===== src/rtl/matrix_stream_loader_pkg.sv =====
// matrix_loader_pkg: shared state type, default shape and width helpers for the matrix stream loader.
package matrix_loader_pkg;

    typedef enum logic [1:0] {IDLE, LOAD, DONE, ERR} loader_state_t;

    localparam int DEF_ELEM_W = 8;
    localparam int DEF_ROWS = 32;
    localparam int DEF_COLS = 32;
    localparam int DEF_NUM_MATS = 2;
    localparam int DIBITS_PER_ELEM = DEF_ELEM_W / 2;

    function automatic int cnt_w(input int n);
        return n > 1 ? $clog2(n) : 1;
    endfunction

    localparam int DIB_CNT_W = cnt_w(DIBITS_PER_ELEM);
    localparam int COL_CNT_W = cnt_w(DEF_COLS);
    localparam int ROW_CNT_W = cnt_w(DEF_ROWS);
    localparam int MAT_CNT_W = cnt_w(DEF_NUM_MATS);

endpackage


===== src/rtl/dibit_deserializer.sv =====
// dibit_deserializer: assembles MSB-first dibits into ELEM_W-bit elements.
module dibit_deserializer
    import matrix_loader_pkg::*;
#(
    parameter int ELEM_W = DEF_ELEM_W,
    localparam int DW = cnt_w(ELEM_W / 2)
) (
    input  logic              eth_refclk,
    input  logic              rst,
    input  logic              axiiv,
    input  logic [1:0]        axiid,
    input  logic              clr,
    output logic [ELEM_W-1:0] elem,
    output logic              elem_valid
);

    logic [ELEM_W-1:0] sh_q, sh_d;
    logic [DW-1:0]     cnt_q, cnt_d;

    // elem includes the current beat so a row can complete on the same edge
    always_comb begin
        elem = (sh_q << 2) | ELEM_W'(axiid);
        elem_valid = axiiv && cnt_q == DW'(ELEM_W / 2 - 1);
        sh_d = clr ? '0 : axiiv ? elem : sh_q;
        cnt_d = clr ? '0 : !axiiv ? cnt_q : elem_valid ? '0 : cnt_q + DW'(1);
    end

    always_ff @(posedge eth_refclk) begin
        if (rst) begin
            sh_q <= '0;
            cnt_q <= '0;
        end else begin
            sh_q <= sh_d;
            cnt_q <= cnt_d;
        end
    end

endmodule


===== src/rtl/matrix_stream_loader.sv =====
// matrix_stream_loader: deserialises a 2-bit payload stream into matrix rows and
// issues one row write per completed row, flagging truncated frames.
module matrix_stream_loader
    import matrix_loader_pkg::*;
#(
    parameter int ELEM_W = DEF_ELEM_W,
    parameter int ROWS = DEF_ROWS,
    parameter int COLS = DEF_COLS,
    parameter int NUM_MATS = DEF_NUM_MATS,
    localparam int MW = cnt_w(NUM_MATS),
    localparam int AW = cnt_w(ROWS),
    localparam int CW = cnt_w(COLS),
    localparam int RW = COLS * ELEM_W
) (
    input  logic          eth_refclk,
    input  logic          rst,
    input  logic          axiiv,
    input  logic [1:0]    axiid,
    input  logic          clear,
    output logic          wr_valid,
    output logic [MW-1:0] wr_mat,
    output logic [AW-1:0] wr_addr,
    output logic [RW-1:0] wr_data,
    output logic          done,
    output logic          err
);

    loader_state_t state_q, state_d;
    logic [CW-1:0] col_q, col_d;
    logic [AW-1:0] row_q, row_d, wr_addr_q, wr_addr_d;
    logic [MW-1:0] mat_q, mat_d, wr_mat_q, wr_mat_d;
    logic [RW-1:0] buf_q, buf_d, wr_data_q, wr_data_d, merged;
    logic          wr_valid_q, wr_valid_d;
    logic          beat, deser_clr, elem_valid, row_end, mat_end, last_row;
    logic [ELEM_W-1:0] elem;

    dibit_deserializer #(.ELEM_W(ELEM_W)) u_deser (
        .eth_refclk(eth_refclk),
        .rst(rst),
        .axiiv(beat),
        .axiid(axiid),
        .clr(deser_clr),
        .elem(elem),
        .elem_valid(elem_valid)
    );

    always_comb begin
        beat = axiiv && !clear && (state_q == IDLE || state_q == LOAD);
        merged = buf_q | (RW'(elem) << (ELEM_W * (COLS - 1 - int'(col_q))));
        row_end = elem_valid && col_q == CW'(COLS - 1);
        mat_end = row_end && row_q == AW'(ROWS - 1);
        last_row = mat_end && mat_q == MW'(NUM_MATS - 1);
        state_d = state_q;
        col_d = col_q;
        row_d = row_q;
        mat_d = mat_q;
        buf_d = buf_q;
        wr_valid_d = 1'b0;
        wr_data_d = wr_data_q;
        wr_addr_d = wr_addr_q;
        wr_mat_d = wr_mat_q;
        if (elem_valid) begin
            buf_d = row_end ? '0 : merged;
            col_d = row_end ? '0 : col_q + CW'(1);
        end
        if (row_end) begin
            wr_valid_d = 1'b1;
            wr_data_d = merged;
            wr_addr_d = row_q;
            wr_mat_d = mat_q;
            row_d = mat_end ? '0 : row_q + AW'(1);
            mat_d = !mat_end ? mat_q : last_row ? '0 : mat_q + MW'(1);
        end
        unique case (state_q)
            IDLE: state_d = beat ? (last_row ? DONE : LOAD) : IDLE;
            LOAD: state_d = clear ? IDLE : !axiiv ? ERR : last_row ? DONE : LOAD;
            default: state_d = clear ? IDLE : state_q;
        endcase
        deser_clr = state_d != LOAD;
        // every return to IDLE restarts at matrix 0, row 0, column 0
        if (state_d == IDLE) begin
            col_d = '0;
            row_d = '0;
            mat_d = '0;
            buf_d = '0;
        end
    end

    always_ff @(posedge eth_refclk) begin
        if (rst) begin
            state_q <= IDLE;
            col_q <= '0;
            row_q <= '0;
            mat_q <= '0;
            buf_q <= '0;
            wr_valid_q <= 1'b0;
            wr_data_q <= '0;
            wr_addr_q <= '0;
            wr_mat_q <= '0;
        end else begin
            state_q <= state_d;
            col_q <= col_d;
            row_q <= row_d;
            mat_q <= mat_d;
            buf_q <= buf_d;
            wr_valid_q <= wr_valid_d;
            wr_data_q <= wr_data_d;
            wr_addr_q <= wr_addr_d;
            wr_mat_q <= wr_mat_d;
        end
    end

    assign wr_valid = wr_valid_q;
    assign wr_data = wr_data_q;
    assign wr_addr = wr_addr_q;
    assign wr_mat = wr_mat_q;
    assign done = state_q == DONE;
    assign err = state_q == ERR;

endmodule


===== config.mk =====
export PLATFORM = sky130hd
export DESIGN_NAME = matrix_stream_loader
export DESIGN_NICKNAME = d
export VERILOG_FILES = /design/src/rtl/matrix_stream_loader_pkg.sv /design/src/rtl/dibit_deserializer.sv /design/src/rtl/matrix_stream_loader.sv
export SDC_FILE = /design/constraint.sdc
export NUM_CORES = 1
export LEC_CHECK = 0
export CORE_MARGIN = 2
export CORE_UTILIZATION = 30
export DETAILED_ROUTE_END_ITERATION = 10
export SLEW_MARGIN = 5
export SYNTH_ARGS = -nofsm -noshare
export SYNTH_HDL_FRONTEND = slang
export SYNTH_SLANG_ARGS = --single-unit
export TNS_END_PERCENT = 5

===== constraint.sdc =====
create_clock -name eth_refclk -period 1.91 [get_ports eth_refclk]
set_input_delay 0.2865 -clock eth_refclk [delete_from_list [all_inputs] [get_ports eth_refclk]]
set_output_delay 0.2865 -clock eth_refclk [all_outputs]
set_load 0.02 [all_outputs]

# Word-level counts from Yosys, hierarchy flattened
# Cells that the tools add are included.
[word_totals] ff_bits=540 out_inout_bits=265
[op_classes] shift=1 n_bitwise=2 muxes=12 eq_ne=7 n_addsub=5 reduce_logical=13
[ops] cell="256-bit 2-to-1 mux" n=1
[ops] cell="256-bit OR" n=1
[ops] cell="8-bit by 32-bit left shift with 256-bit output" n=1
[ops] cell="2-bit 2-to-1 mux" n=6
[ops] cell="5-bit by 1-bit adder with 5-bit output, second input constant" n=2
[ops] cell="5-bit equality test, second input constant" n=2
[ops] cell="5-bit 2-to-1 mux" n=2
[ops] cell="8-bit by 2-bit OR with 8-bit output" n=1
[ops] cell="2-bit equality test, second input constant" n=3
[ops] cell="1-bit logical AND" n=6
[ops] cell="5-bit by 5-bit subtractor with 6-bit output, first input constant" n=1
[ops] cell="2-bit logical NOT" n=2
[ops] cell="2-bit one-hot mux with 2 select lines" n=1
[ops] cell="2-bit OR reduction" n=2
[ops] cell="2-bit by 1-bit adder with 2-bit output, second input constant" n=1
[ops] cell="2-bit by 1-bit equality test with 1-bit output, second input constant" n=1
[ops] cell="1-bit 2-to-1 mux" n=2
[ops] cell="2-bit by 1-bit inequality test with 1-bit output, second input constant" n=1
[ops] cell="2-bit AND reduction" n=1
[ops] cell="1-bit adder, second input constant" n=1
[ops] cell="1-bit logical NOT" n=1
[ops] cell="1-bit logical OR" n=1

# Depth between registers and ports, before layout
# Gate-level depths: netlist (run 1).
[logic_depth] depth_word=13 ltp_mapped=10

# Cells and area by module
# A second synthesis (run 1) with hierarchy kept.
[hier_totals] hier_cells=2222 hier_area_um2=20056.7
[by_module_without_submodules] mod="matrix_stream_loader" cells_per_inst=2190 seq_area_each_um2=10650.2 instances=1 area_per_inst_um2=19721.4
[by_module_without_submodules] mod="dibit_deserializer" cells_per_inst=32 seq_area_each_um2=160.2 instances=1 area_per_inst_um2=335.3

# Worst setup path before layout (run 1)
# Ideal clock, no wire load.
[synth_timing] path_type="reg-to-reg" startpoint="register col_q[3]" endpoint="register wr_data_q[213] (netlist: wr_data[213])" period_less_slack_ns=2.040 n_path_buf=5 setup_slack_ns=-0.130 path_stages_with_launch=10 arrival_time_ns=1.954 cell_sequence="dfxtp_1 > buf_6 > buf_6 > and3_1 > ha_1 > buf_2 > clkbuf_1 > clkbuf_1 > a21oi_1 > a211oi_1"
[synth_between] elab_chain_len=3
[synth_lines] element="start: declaration" line="matrix_stream_loader.sv:29" rtl="logic [CW-1:0] col_q, col_d;"
[synth_lines] element="start signal: assignment" line="matrix_stream_loader.sv:102" rtl="col_q <= col_d;"
[synth_lines] element="5-bit by 5-bit subtractor with 6-bit output" line="matrix_stream_loader.sv:49" rtl="merged = buf_q | (RW'(elem) << (ELEM_W * (COLS - 1 - int'(col_q))));"
[synth_lines] element="8-bit by 32-bit left shift with 256-bit output" line="matrix_stream_loader.sv:49"
[synth_lines] element="256-bit OR" line="matrix_stream_loader.sv:49"
[synth_lines] element="end signal: assignment" line="matrix_stream_loader.sv:107" rtl="wr_data_q <= wr_data_d;"
[synth_lines] element="end: declaration" line="matrix_stream_loader.sv:32" rtl="logic [RW-1:0] buf_q, buf_d, wr_data_q, wr_data_d, merged;"
# Several ways; a longest one is shown, not always the timed one.
# A chain may end at the register's enable or synchronous reset.

# Final worst setup path (run 1)
[layout_timing] startpoint="register col_q[0]" endpoint="register buf_q[65]"
[layout_between] elab_chain_len=10
[layout_lines] element="parallel branches: the longest is 10 deep, another holds 5-bit by 5-bit subtractor with 6-bit output"
[layout_lines] element="end signal: assignment" line="matrix_stream_loader.sv:105" rtl="buf_q <= buf_d;"
[layout_lines] element="end: declaration" line="matrix_stream_loader.sv:32"
# Several ways; the timed one is not identified.

==> results of run 1 <==
==> per-stage QoR <==
step           power [mW]  setup TNS (ns)  instances
2_1_floorplan        11.8           -2.11       2270
3_3_place_gp         11.9          -45.17       3301
3_5_place_dp         11.9          -63.12       3301
4_1_cts              23.7          -17.83       3407
5_1_grt              24.2           -5.55       3422
6_report             23.5               0       3422
==> worst max-delay path: cells and delay by family, from the launching register on <==
family / cells / cell delay (ns)
AO/OA/AOI/OAI: 1 / 0.17
AND/OR/NAND/NOR: 2 / 0.27
buffers and inverters: 4 / 0.63
flip-flops: 1 / 0.35
adder cells (fa/ha/maj): 2 / 0.33
==> synthesized netlist by cell type (2+ instances only) <==
| cell type | count |
|---|---|
| nor3b_4 | 7 |
| or4_1 | 2 |
| dfxtp_1 | 540 |
| a21oi_1 | 402 |
| a211oi_1 | 256 |
| nor3b_2 | 5 |
| nor3_1 | 3 |
| and3_1 | 4 |
| buf_6 | 13 |
| nand4_1 | 2 |
| clkbuf_4 | 2 |
| o21ai_0 | 11 |
| nor2_1 | 261 |
| clkbuf_2 | 5 |
| clkbuf_1 | 107 |
| and2_1 | 9 |
| a31oi_1 | 258 |
| o31ai_1 | 3 |
| ha_1 | 5 |
| nand3_1 | 11 |
| and3b_1 | 13 |
| nand4b_1 | 2 |
| nand2_1 | 4 |
| buf_4 | 26 |
| buf_2 | 166 |
| buf_1 | 4 |
| or3_1 | 2 |
| nor2b_1 | 5 |
| a41oi_1 | 128 |
==> metal layers <==
| metal | part of all wire, % | GRT usage [%] | wire length [um] |
|---|---|---|---|
| met2 | 46 | 28.5 | 32500 |
| met1 | 45 | 25.9 | 32000 |
| met4 | 2.3 | 5.56 | 1640 |
| met3 | 6.5 | 3.19 | 4600 |
| met5 | 0.018 | 0 | 13 |
==> final cells by class <==
cell class	count	area, um^2
multi-input combinational	1404	8580
clock inverter	20	365
fill	6692	41300
clock buffer	83	1630
timing repair buffer	442	4910
tap	931	1160
inverter	2	12.5
sequential	540	10800
==> logic make-up (layout without fill, tap and decap cells) <==
group	Yosys count	count (layout)
AOI/OAI and AO/OA	1060	1060
DFF	540	540
and+or+nand+nor	338	338
buffers and inverters	326	547
adders and majority gates	5	5
muxes	1	1
==> registers in the layout, indices dropped and copies added (netlist names) <==
name and cells:
row_q 5, wr_valid 1, wr_mat 1, col_q 5, wr_addr 5, wr_data 256, u_deser.cnt_q 2, state_q 2
mat_q 1, buf_q 256, u_deser.sh_q 6
==> repair_timing <==
action | in CTS | in global routing
cloned | 2 | 9
pin swaps | 0 | 10
setup endpoints to repair | 433 | 513
resized for setup | 105 | 86
buffers inserted | 0 | 7
endpoints found under the hold margin | 1 | 0
hold buffers | 1 | 0
==> power groups by stage <==
| stage | Combinational, mW | Sequential (mW) | Clock [mW] |
|---|---|---|---|
| final | 0.464 | 11.3 | 11.8 |
| after global routing | 0.494 | 11.3 | 12.5 |
| after CTS | 0.386 | 11.3 | 12.0 |
| after detailed placement | 0.384 | 11.5 | 0 |
| after global placement | 0.376 | 11.5 | 0 |
| after floorplan | 0.254 | 11.5 | 0 |
==> final timing paths <==
check	start	endpoint	slack, ns
worst max-delay path	col_q[0]	buf_q[65]	0.008
worst min-delay path	axiid[0]	u_deser.sh_q[0]	0.13
worst max register to register	col_q[0]	buf_q[65]	0.008
worst min register to register	u_deser.cnt_q[0]	u_deser.cnt_q[0]	0.44
==> metrics.md, run 1 <==
| Metric | Value |
|---|---|
| Status | `complete, no violations` |
| CTS HTree Levels | `2` |
| Nets@finish | `between 2k and 2.5k` |
| MaxCap Viol Count | `0` |
| Sw Ratio | `21.2%` |
| Gate power share | `~2.0%` |
| Final design utilization | `roughly two fifths` |
| Crit Path Class | `flop to flop` |
| Worst R2R Path Depth | `9` |
| Layout cells sized above 1 | `12.4%` |
| Placed Area | `~0.025 mm^2` |
| Pin count of the biggest net entering global routing | `roughly 100` |
| First-pass GRT wire length | `approximately 100 mm` |
| Psw | `approximately 5.0 mW` |
| Die width | `268 um` |
| Top post-synthesis cells by area | `dfxtp_1 52%, a21oi_1 9.6%, a211oi_1 9.2%` |
| Synth cell types | `43` |
| Setup-failing EPs final | `0` |
| Post-synth top area share | `between 50% and 60%` |
| CTS tree | `built` |
| CP arrival | `2.39 ns` |
| Final WS setup | `a little under 0.008 ns` |
| Mux contribution to synthesized area | `less than 1%` |
| Rel. slew slack | `~64%` |
| GRT overflow | `0` |
| Setup WS pre-CTS | `-0.198 ns` |
| XOR/XNOR Fraction of Synth Area | `0%` |
| Die ar. | `roughly 0.072 mm^2` |
| Synth area leader | `dfxtp_1` |
| Io pins | `271` |
| Power Internal | `between 15 and 20 mW` |
| Max incr delay on CP | `about 0.35 ns` |
| Yosys reg bits | `between 500 and 600` |
| Final ANT Viol Nets | `0` |
| # diodes | `0` |
| DP HPWL | `between 40 and 50 mm` |
| Peak Freq | `between 0.5 and 0.6 GHz` |
| Clk sinks | `540` |
| Startpoint Class | `flop` |
| Routed wire length | `approximately 70 mm` |
| CTS Buf Count | `56` |
| Initial DRC Count | `about 1.5k` |
| Period utilization | `between 90% and 100%` |
| Worst-skew pair later-pin latency | `0.61 ns` |
| Post-synthesis cell area | `0.0209 mm^2` |
| Worst Path Required | `~2.4 ns` |
| Count of input and output buffers | `270` |
| Die Height | `268 um` |
| Drt wl/cell | `around 21 um` |
| Commonest non-fill, non-tap cell in the layout | `dfxtp_1` |
| Max Clock Skew | `roughly 0.022 ns` |
| Clock Tree Buf Depth | `3` |
| CP endpoint kind | `flop` |
| DRT Pass-1 Iters | `5` |
| Most used cell along the critical path | `ha_4` |
| Area growth from synthesis to layout | `31.4%` |
| Final hold slack | `roughly 0.13 ns` |
| DRC violations left | `0` |
| Hold Path Class | `input pin to flop` |
| Vias in the first global route | `about 18k` |
| Peak VDD IR | `between 0.6 and 0.7 mV` |
| Syn Area/Cell | `slightly above 9 um^2` |
| Synth Area in Compound Gates | `between 30 and 40%` |
| Largest family of logic cells by synthesized area | `compound AO/OA/AOI/OAI gates` |
| Worst Hold Depth | `2` |
| Final Hold Fails | `0` |
| Root Buffer | `clkbuf_16` |
| Site Rows | `between 90 and 100` |
| Sequential power share | `a little under half` |
| Leakage | `between 9 and 10 nW` |
| Syn Inst Count | `roughly 2.3k` |
| Slew of the pin with the lowest slew margin | `between 0.5 and 0.6 ns` |
| FFs w/ async S/R, synth | `0%` |
| Crit path cell chain | `ha_4 -> and3_4 -> ha_4 -> inv_6 -> o211ai_1 -> buf_4 -> clkbuf_16 -> buf_16 -> nor2_1` |
| Starting Density | `a little under a third` |
| RSZ-0062 raised after global routing | `yes` |
| Post-synth top flop | `dfxtp_1` |
| Clock share of power | `50.1%` |
| Post-route minimum period | `approximately 1.9 ns` |
| Crit-path slowest cell | `dfxtp_2` |
| Post-synthesis sequential area ratio | `about 52%` |
| Clock slew seen by the registers of the worst setup and hold paths | `roughly 0.060 ns` |
| Syn nets | `around 2.3k` |
| Vias | `around 19k` |
| Initial antenna violation count | `2` |
| Synth Area in Adders | `less than 1%` |
| Most frequent cells in the layout | `531 x dfxtp_1, 402 x a21oi_1, 258 x a31oi_1, 256 x a211oi_1, 253 x nor2_1` |
| Via/cell ratio | `5.58` |
| Synth Area in Simple Gates | `7.74%` |
| Finished Cell Area | `0.0275 mm^2` |
| Crit-path max FO | `46` |
| PwrDens | `approximately 860 mW/mm^2` |
| Post-synth EDFFs | `0` |
| Final max-slew violation count | `0` |
| All-layer global routing usage | `18.3%` |
| YS warnings | `0` |
| RD Place Congestion | `slightly below 0.8` |
| Core Area | `a little under 0.07 mm^2` |
(Power assumes the default switching activity.)
==> run 2: changes to the inputs <==
- DONT_BUFFER_PORTS: not set -> 1
- SLEW_MARGIN: 5 -> 25
==> metrics.md, run 2 (synthesis gave the netlist of run 1 again) <==
| Metric | Value |
|---|---|
| Root Buffer | `clkbuf_16` |
| DRC violations left | `0` |
| Peak Freq | `approximately 0.52 GHz` |
| Clock Tree Buf Depth | `3` |
| Gate power share | `under 10%` |
| Die width | `between 200 and 300 um` |
| Final design utilization | `a little over a third` |
| Setup-failing EPs final | `31` |
| Routed wire length | `66.9 mm` |
| Die Height | `roughly 270 um` |
| Period utilization | `101%` |
| Sw Ratio | `a little over a fifth` |
| Leakage | `about 7.5 nW` |
| Io pins | `about 270` |
| Final Power | `roughly 23 mW` |
| Crit-path max FO | `38` |
| RSZ-0062 raised after global routing | `yes` |
| Drt wl/cell | `about 21 um` |
| Power Internal | `~18 mW` |
| Layout cells sized above 1 | `between 10% and 20%` |
| Vias | `17.9k` |
| Max Clock Skew | `roughly 0.0096 ns` |
| CP endpoint kind | `flop` |
| Worst-skew pair later-pin latency | `0.60 ns` |
| Gr busiest metal | `met2` |
| Nets@finish | `2,194` |
| Failing checks | `hold timing, setup timing` |
| PwrDens | `between 900 and 1000 mW/mm^2` |
| CTS tree | `built` |
| Site Rows | `96` |
| All-layer global routing usage | `approximately 17%` |
| Initial antenna violation count | `4` |
| MaxCap Viol Count | `0` |
| DRT Pass-1 Iters | `5` |
| Core Area | `roughly 0.069 mm^2` |
| Psw | `a little under 5 mW` |
| Slew of the pin with the lowest slew margin | `0.580 ns` |
| RD Place Congestion | `0.768` |
| Layout fillers | `6,892` |
| Starting Density | `30.4%` |
| Die ar. | `0.0719 mm^2` |
| Setup WS pre-CTS | `-0.0418 ns` |
| Rel. slew slack | `~60%` |
| Peak VDD IR | `~0.65 mV` |
| Sequential power share | `between 40% and 50%` |
| Met3 usage | `3.76%` |
| Area growth from synthesis to layout | `18.9%` |
| Most frequent cells in the layout | `531 x dfxtp_1, 402 x a21oi_1, 258 x a31oi_1, 256 x nor2_1, 252 x a211oi_1` |
| Via/cell ratio | `5.66` |
| Clk sinks | `540` |
| Post-route minimum period | `just under 2 ns` |
| CTS HTree Levels | `2` |
| Status | `complete, but fails checks` |
| Commonest non-fill, non-tap cell in the layout | `dfxtp_1` |
| Final max-slew violation count | `0` |
| GRT overflow | `0` |
| Hold Path Class | `input pin to flop` |
| Vias in the first global route | `between 15k and 20k` |
| Grt met1 use | `a little under a quarter` |
| Final WS setup | `-0.0245 ns` |
| Hold_buf cts | `7` |
| Clock slew seen by the registers of the worst setup and hold paths | `~0.070 ns` |
| Final hold slack | `-0.238 ns` |
| DP HPWL | `40.2 mm` |
| Initial DRC Count | `between 1k and 1.5k` |
| Clock share of power | `48.3%` |
| Final ANT Viol Nets | `0` |
| Final Hold Fails | `approximately 170` |
| CP arrival | `2.38 ns` |
| Worst Path Required | `~2.4 ns` |
| Count of input and output buffers | `0` |
| Crit Path Class | `flop to flop` |
| Setup TNS | `-0.287 ns` |
| Startpoint Class | `flop` |
| Pin count of the biggest net entering global routing | `267` |
| Routing usage on met2 | `roughly 28%` |
| First-pass GRT wire length | `between 90 and 100 mm` |
| CTS Buf Count | `56` |
[run 2: cell count changes in the layout (fill, tap and decap cells not counted), moves of 6 or more]
cell / before / now
dlymetal6s2s_1: 52 / 0
bufinv_16: 9 / 3
clkdlybuf4s50_1: 120 / 0
buf_12: 47 / 55
buf_6: 7 / 24
dlygate4sd2_1: 95 / 0
buf_4: 99 / 77
clkinv_2: 4 / 15
[run 2: layer usage]
metal  part of all wire (%)  vias to the layer above
li1                       -                     8416
met1                     45                     8830
met2                     47                      577
met3                    6.7                       77
met4                    1.9                        0
met5                      0                        -
[run 2: what timing repair did]
item	in CTS	in global routing
pin swaps	1	11
setup buffers	2	9
gates cloned	2	10
resized for setup	6	46
endpoints found under the setup margin	77	299
endpoints found under the hold margin	300	264
[run 2: area by class of cell]
cell class	count	area, um^2	area share [%]
inverters	2	10.0	0.0402
clock inverters	26	233	0.936
multi-input cells	1404	8590	34.5
well taps	931	1160	4.68
diodes	2	5.00	0.0201
repair buffers	179	2440	9.81
flip-flops and latches	540	10800	43.5
clock buffers	78	1610	6.46
[run 2: path summary, 6_finish.rpt]
check                                      start                to  slack [ns]  depth (start not counted)
worst max-delay path            u_deser.cnt_q[0]      wr_data[162]       -0.02                          7
worst min-delay path                         rst        wr_addr[0]       -0.24                          1
worst max register to register  u_deser.cnt_q[0]      wr_data[162]       -0.02                          7
worst min register to register  u_deser.cnt_q[0]  u_deser.cnt_q[0]        0.46                          1
[run 2: critical path, cell delays in order, from the launching register on]
cell       delay [ns]
dfxtp_1          0.35
ha_2             0.23
nand4bb_1        0.21
buf_12           0.22
nor2_4           0.20
buf_12           0.21
buf_16           0.21
a211oi_1         0.10
[run 2: metrics by stage]
stage               cell area (um^2)  instances
finish                         24900       3162
global route                   24900       3160
CTS                            24400       3141
detailed placement             22300       3026
global placement               22300       3026
floorplan                      21000       2270
[run 2: power groups by stage]
stage	logic, mW	registers (mW)	clock network, mW
floorplan	0.254	11.5	0
global placement	0.239	11.5	0
detailed placement	0.243	11.5	0
CTS	0.312	11.3	11.1
global route	0.425	11.3	11.6
finish	0.404	11.3	10.9
